`config.mk`:
```
export PLATFORM = sky130hd
export DESIGN_NAME = pipeline_stall_ctrl
export DESIGN_NICKNAME = d
export VERILOG_FILES = /design/src/rtl/stall_ctrl_pkg.sv /design/src/rtl/pipeline_stall_ctrl_sat_counter.sv /design/src/rtl/pipeline_stall_ctrl.sv
export SDC_FILE = /design/constraint.sdc
export NUM_CORES = 1
export LEC_CHECK = 0
export ABC_CLOCK_PERIOD_IN_PS = 5300
export CAP_MARGIN = 20
export CORE_MARGIN = 3
export CORE_UTILIZATION = 40
export DETAILED_ROUTE_END_ITERATION = 16
export PLACE_DENSITY = 0.69
export SLEW_MARGIN = 20
export SYNTH_ARGS = -nofsm -noshare
export SYNTH_HDL_FRONTEND = slang
export SYNTH_HIERARCHICAL = 1
export SYNTH_SLANG_ARGS = --single-unit
export TNS_END_PERCENT = 1
```
`constraint.sdc`:
```
create_clock -name clk -period 5.3 [get_ports clk]
set_input_delay 0.53 -clock clk [delete_from_list [all_inputs] [get_ports clk]]
set_output_delay 0.53 -clock clk [all_outputs]
set_load 0.05 [all_outputs]
```
`src/rtl/stall_ctrl_pkg.sv`:
```
// Shared types and constants for the pipeline stall controller.
package stall_ctrl_pkg;

    // Controller state: normal issue, multi-cycle memory wait, latched fault
    typedef enum logic [1:0] {
        RUN      = 2'd0,
        MEM_WAIT = 2'd1,
        ERROR    = 2'd2
    } stall_state_e;

    // Sticky error causes reported on err_code
    localparam logic [1:0] ERR_NONE         = 2'd0;
    localparam logic [1:0] ERR_MEM_TIMEOUT  = 2'd1;
    localparam logic [1:0] ERR_HAZ_DEADLOCK = 2'd2;

    // Width of the optional performance counters
    localparam int PERF_CNT_W = 32;

endpackage

```
`src/rtl/pipeline_stall_ctrl_sat_counter.sv`:
```
// Saturating up-counter with synchronous clear; clear wins over increment.
module sat_counter #(
    parameter int WIDTH = 8
) (
    input  logic             clk,
    input  logic             clear,
    input  logic             inc,
    output logic [WIDTH-1:0] count
);

    localparam logic [WIDTH-1:0] MAX_VAL = {WIDTH{1'b1}};
    localparam logic [WIDTH-1:0] ONE_VAL = WIDTH'(1);

    // Count up on inc, stick at all-ones, return to zero on clear
    always_ff @(posedge clk) begin
        if (clear) begin
            count <= '0;
        end else if (inc && (count != MAX_VAL)) begin
            count <= count + ONE_VAL;
        end else begin
            count <= count;
        end
    end

endmodule

```
`src/rtl/pipeline_stall_ctrl.sv`:
```
// Pipeline stall controller: turns hazard, branch and memory handshake into
// freeze/flush/bubble controls, with memory-timeout and hazard-deadlock
// watchdogs feeding a sticky error latch.
// Optional build macro STALL_PERF_EN adds three 32-bit saturating perf counters.
module pipeline_stall_ctrl
    import stall_ctrl_pkg::*;
#(
    parameter int MEM_TIMEOUT      = 64,
    parameter int MAX_HAZARD_STALL = 8
) (
    input  logic       clk,
    input  logic       rst,
    input  logic       hazard_detected,
    input  logic       branch_taken,
    input  logic       mem_req,
    input  logic       mem_ready,
    output logic       pc_freeze,
    output logic       if_id_flush,
    output logic       id_exe_bubble,
    output logic       pipe_freeze,
    output logic       ctrl_error,
    output logic [1:0] err_code
`ifdef STALL_PERF_EN
    ,
    output logic [PERF_CNT_W-1:0] perf_freeze_cycles,
    output logic [PERF_CNT_W-1:0] perf_hazard_stalls,
    output logic [PERF_CNT_W-1:0] perf_flushes
`endif
);

    localparam int MEM_CNT_W = $clog2(MEM_TIMEOUT + 1);
    localparam int HAZ_CNT_W = $clog2(MAX_HAZARD_STALL + 1);
    localparam logic [MEM_CNT_W-1:0] MEM_LAST = MEM_CNT_W'(MEM_TIMEOUT - 1);
    localparam logic [HAZ_CNT_W-1:0] HAZ_LAST = HAZ_CNT_W'(MAX_HAZARD_STALL - 1);

    stall_state_e          state_r;
    stall_state_e          state_nxt_s;
    logic [1:0]            err_code_r;
    logic [1:0]            err_nxt_s;
    logic                  ctrl_error_r;

    logic [MEM_CNT_W-1:0]  mem_cnt_s;
    logic [HAZ_CNT_W-1:0]  haz_cnt_s;
    logic                  mem_clr_s;
    logic                  mem_inc_s;
    logic                  haz_clr_s;
    logic                  haz_inc_s;

    logic                  run_eval_s;
    logic                  pc_freeze_s;
    logic                  flush_s;
    logic                  bubble_s;
    logic                  pipe_freeze_s;
    logic                  haz_stall_s;

    // Memory-wait watchdog counter
    sat_counter #(.WIDTH(MEM_CNT_W)) u_mem_cnt (
        .clk   (clk),
        .clear (rst | mem_clr_s),
        .inc   (mem_inc_s),
        .count (mem_cnt_s)
    );

    // Consecutive hazard-stall watchdog counter
    sat_counter #(.WIDTH(HAZ_CNT_W)) u_haz_cnt (
        .clk   (clk),
        .clear (rst | haz_clr_s),
        .inc   (haz_inc_s),
        .count (haz_cnt_s)
    );

    // Next state, counter control and same-cycle stall outputs
    always_comb begin
        state_nxt_s   = state_r;
        err_nxt_s     = err_code_r;
        mem_clr_s     = 1'b0;
        mem_inc_s     = 1'b0;
        haz_clr_s     = 1'b0;
        haz_inc_s     = 1'b0;
        run_eval_s    = 1'b0;
        pc_freeze_s   = 1'b0;
        flush_s       = 1'b0;
        bubble_s      = 1'b0;
        pipe_freeze_s = 1'b0;
        haz_stall_s   = 1'b0;

        case (state_r)
            RUN: begin
                if (mem_req && !mem_ready) begin
                    // haz_cnt holds: the ID instruction is frozen, not retried
                    pipe_freeze_s = 1'b1;
                    mem_inc_s     = 1'b1;
                    state_nxt_s   = MEM_WAIT;
                end else begin
                    run_eval_s = 1'b1;
                end
            end
            MEM_WAIT: begin
                // mem_req is ignored here: a dropped request still counts as waiting
                if (mem_ready) begin
                    mem_clr_s   = 1'b1;
                    state_nxt_s = RUN;
                    run_eval_s  = 1'b1;
                end else if (mem_cnt_s == MEM_LAST) begin
                    pipe_freeze_s = 1'b1;
                    state_nxt_s   = ERROR;
                    err_nxt_s     = ERR_MEM_TIMEOUT;
                end else begin
                    pipe_freeze_s = 1'b1;
                    mem_inc_s     = 1'b1;
                end
            end
            ERROR: begin
                pipe_freeze_s = 1'b1;
                pc_freeze_s   = 1'b1;
            end
            default: begin
                state_nxt_s = RUN;
                mem_clr_s   = 1'b1;
                haz_clr_s   = 1'b1;
            end
        endcase

        // Branch beats hazard: a squashed ID instruction needs no stall
        if (run_eval_s) begin
            if (branch_taken) begin
                flush_s   = 1'b1;
                bubble_s  = 1'b1;
                haz_clr_s = 1'b1;
            end else if (hazard_detected) begin
                pc_freeze_s = 1'b1;
                bubble_s    = 1'b1;
                haz_stall_s = 1'b1;
                haz_inc_s   = 1'b1;
                if (haz_cnt_s == HAZ_LAST) begin
                    state_nxt_s = ERROR;
                    err_nxt_s   = ERR_HAZ_DEADLOCK;
                end else begin
                    state_nxt_s = state_nxt_s;
                end
            end else begin
                haz_clr_s = 1'b1;
            end
        end else begin
            haz_stall_s = 1'b0;
        end
    end

    // State, sticky error code and error flag registers
    always_ff @(posedge clk) begin
        if (rst) begin
            state_r      <= RUN;
            err_code_r   <= ERR_NONE;
            ctrl_error_r <= 1'b0;
        end else begin
            state_r      <= state_nxt_s;
            err_code_r   <= err_nxt_s;
            ctrl_error_r <= (err_nxt_s != ERR_NONE);
        end
    end

    // Reset forces every control low in the reset cycle itself
    assign pc_freeze     = ~rst & pc_freeze_s;
    assign if_id_flush   = ~rst & flush_s;
    assign id_exe_bubble = ~rst & bubble_s;
    assign pipe_freeze   = ~rst & pipe_freeze_s;
    assign ctrl_error    = ~rst & ctrl_error_r;
    assign err_code      = rst ? ERR_NONE : err_code_r;

`ifdef STALL_PERF_EN
    // Cycles with the whole pipeline held
    sat_counter #(.WIDTH(PERF_CNT_W)) u_perf_freeze (
        .clk   (clk),
        .clear (rst),
        .inc   (pipe_freeze_s),
        .count (perf_freeze_cycles)
    );

    // Cycles stalled by a RAW hazard
    sat_counter #(.WIDTH(PERF_CNT_W)) u_perf_hazard (
        .clk   (clk),
        .clear (rst),
        .inc   (haz_stall_s),
        .count (perf_hazard_stalls)
    );

    // Taken-branch flushes
    sat_counter #(.WIDTH(PERF_CNT_W)) u_perf_flush (
        .clk   (clk),
        .clear (rst),
        .inc   (flush_s),
        .count (perf_flushes)
    );
`endif

endmodule

```
==> results of run 1 <==
## final timing paths
path                                                       from                         endpoint  slack, ns
worst max-delay path                                        rst                      pipe_freeze       2.39
worst min-delay path                   err_code_r[1]$_SDFF_PP0_          ctrl_error_r$_SDFF_PP0_       0.50
worst max register to register  u_mem_cnt/count[5]$_SDFFE_PP0P_  u_mem_cnt/count[5]$_SDFFE_PP0P_       3.36
worst min register to register         err_code_r[1]$_SDFF_PP0_          ctrl_error_r$_SDFF_PP0_       0.50
## logic make-up (layout without fill, tap and decap cells)
logic type / Yosys count / count (layout)
and+or+nand+nor: 45 / 45
AOI/OAI and AO/OA: 23 / 23
DFF: 16 / 16
buffers and inverters: 6 / 18
muxes: 5 / 5
adders and majority gates: 2 / 2
## through the flow
step	total power, mW	std cells	setup WS, ns
floorplan	0.147	97	2.78
global placement	0.157	133	2.42
detailed placement	0.158	133	2.41
CTS	0.219	136	2.40
global route	0.229	136	2.25
finish	0.215	136	2.39
## power groups by stage
stage                     Clock [mW]  Combinational (mW)  Sequential (mW)
after global placement             0              0.0306            0.127
after global routing          0.0711              0.0340            0.124
final                         0.0602              0.0314            0.124
after CTS                     0.0634              0.0316            0.124
after detailed placement           0              0.0315            0.127
after floorplan                    0              0.0212            0.126
## state kept, by name (all words and copies together), names as in the netlist
| signal | count |
|---|---|
| ctrl_error_r | 1 |
| u_mem_cnt/count | 7 |
| err_code_r | 2 |
| state_r | 2 |
| u_haz_cnt/count | 4 |
## metal layers
layer | global-route usage | wire length [µm] | vias to the layer above
met1 | 0.146 | 755 | 333
met4 | 0.0373 | 12 | 0
met3 | 0.0582 | 50 | 2
met5 | 0 | 0 | -
li1 | - | - | 387
met2 | 0.216 | 823 | 7
## critical path: stages
cell and delay [ns]:
clkdlybuf4s50_1 0.65, a21oi_1 0.25, and2_1 0.15, clkdlybuf4s50_1 0.80
## synthesized netlist by cell type, types with 2 or more instances
library cell  count
a211oi_1          2
a21oi_1           4
a31oi_1           4
a31oi_2           2
and2_1            2
and3_1            2
dfxtp_1          16
ha_1              2
inv_1             3
mux2_1            2
mux2i_1           2
nand2_1           3
nand2b_1          5
nand4_1           2
nor2_1            7
nor2b_1           6
nor3_1            3
nor3b_2           2
## final cells by class
class	count	area, µm²
sequential	16	320
multi-input combinational	75	571
timing repair buffer	12	120
clock buffer	3	22.5
tap	27	33.8
inverter	3	11.3
fill	200	983
## placed cells by master (no fill, tap or decap), drive strengths merged
cell	n
nor3b	3
o21ai	2
dfxtp	16
a31oi	6
o2bb2ai	1
nand2	3
ha	2
o211ai	1
or2	2
a21o	1
inv	3
nand4	2
nor4	1
nand2b	5
o21bai	2
mux2	3
and4	1
mux2i	2
o31ai	1
nor2	8
nand3	1
and4b	3
a311oi	1
a21oi	4
nor3	3
a21boi	1
clkbuf	3
a211oi	3
clkdlybuf4s50	12
nor2b	7
and3	3
and2	3
==> impl_metrics.yaml, run 1 <==
worst_hold_path:
  hp-class: "reg2reg"
  holdPathStages: 2
synthesis:
  synth-compound-area-share: 0.198
  synth_top_family_by_area: "simple AND/OR/NAND/NOR gates"
  synth_edf_count: 0
  synth-xor-area-share: 0
  yosysUniqueCellTypes: 46
  synth-simple-area-share: 0.331
  syn_inst: 97
  ys_top_cells_by_area: "dfxtp_1, nor2b_1, nand2b_1"
  ys_warn_count: 6
  syn_area_per_cell_um2: 9.51
  synth_area_leader_cell: "dfxtp_1"
  syn_nets: 105
  ys.flop_type: "dfxtp_1"
  ys_seq_elements: 16
  ys_async_sr_fraction: 0
  synth_top_area_frac: 0.347
  netlist_area_um2: 922
  post_synth_mux_area_share: 0.0624
  ys_seq_area_frac: 0.347
  synthAdderAreaFrac: 0.0271
sta:
  period_minus_slack_ns: 2.91
  tns_ns: 0
  worst_pin_slew_ns: 0.686
  rsz0062_at_grt: "no"
  hold_viol: 0
  fmax_mhz: 344
  drv_slew: 0
  whs_ns: 0.502
  fin_worst_skew_ns: 0.00113
  finalSetupViolCount: 0
  maxSlewHeadroom: 0.539
  period_share: 0.549
clocking:
  ctsHoldBuffers: 0
  cts_setup_buffers: 0
  cts_sinks: 16
  numCtsBuffers: 3
  cts_tree: "yes"
  root_buffer: "clkbuf_4"
  path_clk_slew_ns: 0.08
  post_cts_resized: 0
  cts_max_level: 1
  clk_latency_ns: 0.27
  clk_path_buf_depth: 2
pwr:
  leakage_nw: 0.397
  seq_power_share: 0.575
  combPwrFrac: 0.146
  p_clk_frac: 0.279
  ir_worst_vdd_mv: 0.137
  power.density_mw_per_mm2: 200
  power.switching_mw: 0.0537
  swShare: 0.249
  internal_power_mw: 0.162
finish:
  drive_above_1_share: 0.183
  nNetsFinal: 119
  diodes: 0
  stdcell_area_mm2: 0.00108
  fin_util: 0.523
  area_delta_synth_final_pct: 17.0
global_route:
  grt_remaining_overflow: 0
  grt_pass1_wl_um: 2670
  grt_pass1_vias: 656
  grt_max_degree: 14
  grt_usage: 0.129
  antenna_found_initial: 0
floorplanning:
  die-area_mm2: 0.00292
  coreArea_mm2: 0.00206
  dieWidth_um: 54.0
  rows: 16
  die_h_um: 54.0
  start_util: 0.447
  ios: 13
routing:
  ant_nets: 0
  routedWlPerCell_um: 12.1
  viasPerCell: 5.36
  wirelength_um: 1640
  drtIter0Drc: 6
  dr_total_vias: 729
  firstDrtPassIters: 4
  drc: 0
job:
  maxCapViolations: 0
placed_design:
  port-buffer-count: 12
  dpl.hpwl_um: 1310
  gp_routability_congestion: 0.790
  placed_area_mm2: 0.00106
setup_path:
  worstSetupPathType: "in2out"
  ff2ff_path_depth: 6
  critPathLaunchType: "input pin"
  cp_max_fo: 13
  cp-end-kind: "output port"
  arrival_ns: 2.38
  required_ns: 4.77
status:
  status: "finished clean"
(Power assumes the default switching activity.)
==> run 2, diff against run 1 <==
ABC_CLOCK_PERIOD_IN_PS = 2500   (was 5300)
PLACE_DENSITY = 0.71   (was 0.69)
clock period = 2.5 ns   (was 5.3 ns; I/O delays follow)
==> run 2 against run 1 <==
  * Clock skew is essentially flat
  * Wire length grew 10%
  * First-iteration DRC count grew 120%
  * Global-route usage grew 2.1 points
  * Clock power grew to 3.0 times the previous value
  * Critical path type is now in2reg
  * Largest power group unchanged
==> impl_metrics.yaml, run 2 (same netlist as run 1, synthesis figures left out) <==
pwr:
  power.switching_mw: 0.132
  p_clk_frac: 0.350
  swShare: 0.259
  ir_worst_vdd_mv: 0.206
  combPwrFrac: 0.133
  internal_power_mw: 0.377
  seq_power_share: 0.517
  leakage_nw: 0.424
  power.density_mw_per_mm2: 466
clocking:
  path_clk_slew_ns: 0.10
  clk_path_buf_depth: 2
  ctsHoldBuffers: 0
  cts_setup_buffers: 0
  clk_latency_ns: 0.29
  root_buffer: "clkbuf_4"
  cts_max_level: 1
  post_cts_resized: 0
  numCtsBuffers: 3
  cts_tree: "yes"
  cts_sinks: 16
routing:
  drtIter0Drc: 13
  routedWlPerCell_um: 13.0
  firstDrtPassIters: 4
  dr_total_vias: 750
  viasPerCell: 5.40
  drc: 0
  ant_nets: 0
  wirelength_um: 1810
finish:
  nNetsFinal: 121
  layout_common_cells: "dfxtp_1, buf_4, nor2_1"
  largest_register_ffs: 7
  drive_above_1_share: 0.259
  seqCellArea_um2: 320
  diodes: 0
  area_delta_synth_final_pct: 18.5
  largestRegisters: "u_mem_cnt/count x7, u_haz_cnt/count x4"
  final_common_cell: "dfxtp_1"
  fillCellCount: 185
  multi_input_area_um2: 571
  top_register: "u_mem_cnt/count"
  instances_no_fill: 139
floorplanning:
  die-area_mm2: 0.00292
  coreArea_mm2: 0.00206
  rows: 16
  die_h_um: 54.0
  start_util: 0.447
  dieWidth_um: 54.0
  ios: 13
setup_path:
  reg2reg_from: "u_mem_cnt/count[5]$_SDFFE_PP0P_"
  path_depth: 6
  crit_path_top_delay_cell: "clkdlybuf4s50_1"
  critPathBufInv: 1
  critPathTopFamily: "simple AND/OR/NAND/NOR gates"
  critPathLaunchType: "input pin"
  crit_chain: "clkdlybuf4s50_1, or2_2, nor3_1, nand4_1, a211oi_2, mux2_1"
  cp-end-kind: "register"
  max_stage_delay_ns: 0.50
  worstSetupPathType: "in2reg"
  critPathLaunch: "mem_ready"
  required_ns: 2.69
  arrival_ns: 2.12
  ff2ff_path_depth: 6
  cp_max_fo: 5
sta:
  maxSlewHeadroom: 0.664
  rsz0062_at_grt: "no"
  worst_pin_slew_ns: 0.503
  hold_viol: 0
  fin_worst_skew_ns: 0.000640
  tns_ns: 0
  period_share: 0.772
  period_minus_slack_ns: 1.93
  finalSetupViolCount: 0
  drv_slew: 0
  fmax_mhz: 518
global_route:
  grt_remaining_overflow: 0
  grt_max_degree: 13
  grt_pass1_wl_um: 3150
  antenna_found_initial: 0
  grt_usage: 0.149
  grt_pass1_vias: 751
placed_design:
  gp_routability_congestion: 0.830
  dpl.hpwl_um: 1320
  dpl.cell_count: 135
  port-buffer-count: 12
worst_hold_path:
  holdPathStages: 2
  hp-class: "reg2reg"
  min_from: "u_haz_cnt/count[1]$_SDFFE_PP0P_"
job:
  maxCapViolations: 0
status:
  status: "finished clean"
## run 2: cell count changes in the layout (fill, tap and decap cells not counted)
cell / previous run / this run
clkbuf_8: 0 / 1
clkdlybuf4s50_1: 12 / 6
buf_4: 0 / 8
## run 2: path summary, 6_finish.rpt
| kind | slack [ns] | to |
|---|---|---|
| max | 0.57 | u_mem_cnt/count[5]$_SDFFE_PP0P_ |
| min | 0.52 | u_haz_cnt/count[1]$_SDFFE_PP0P_ |
| max reg2reg | 0.58 | u_mem_cnt/count[5]$_SDFFE_PP0P_ |
| min reg2reg | 0.52 | u_haz_cnt/count[1]$_SDFFE_PP0P_ |
## run 2: worst register-to-register path, stage by stage (launching register included)
cell and delay [ns]:
dfxtp_1 0.37, and4_1 0.26, and2_4 0.17, nor3_1 0.28
nand4_1 0.21, a211oi_2 0.20, mux2_1 0.33
## run 2: metal layers
metal	part of all wire	track usage	vias up
li1	-	-	387
met5	0	0	-
met4	0.021	0.0788	0
met3	0.038	0.0360	5
met1	0.45	0.174	346
met2	0.49	0.250	12
## run 2: stage by stage
step	hold WS [ns]	power, mW	cell area, µm²	setup slack [ns]	util
detailed placement	0.506	0.336	1060	0.290	0.512
floorplan	0.450	0.313	922	0.439	-
global route	0.541	0.532	1090	0.386	0.530
CTS	0.517	0.517	1090	0.581	0.530
global placement	0.486	0.335	1060	0.338	0.512
finish	0.516	0.509	1090	0.570	0.530
## run 2: layout make-up
class                      instances  share of cell area
multi-input combinational         75               0.522
sequential                        16               0.293
timing repair buffer              14               0.110
clock buffer                       4              0.0332
tap                               27              0.0309
inverter                           3              0.0103
## run 2: power groups by stage
stage | logic (mW) | registers (mW) | clock network [mW]
after global routing | 0.0744 | 0.264 | 0.194
after CTS | 0.0681 | 0.263 | 0.185
after detailed placement | 0.0675 | 0.269 | 0
after floorplan | 0.0449 | 0.268 | 0
final | 0.0678 | 0.263 | 0.178
after global placement | 0.0666 | 0.269 | 0
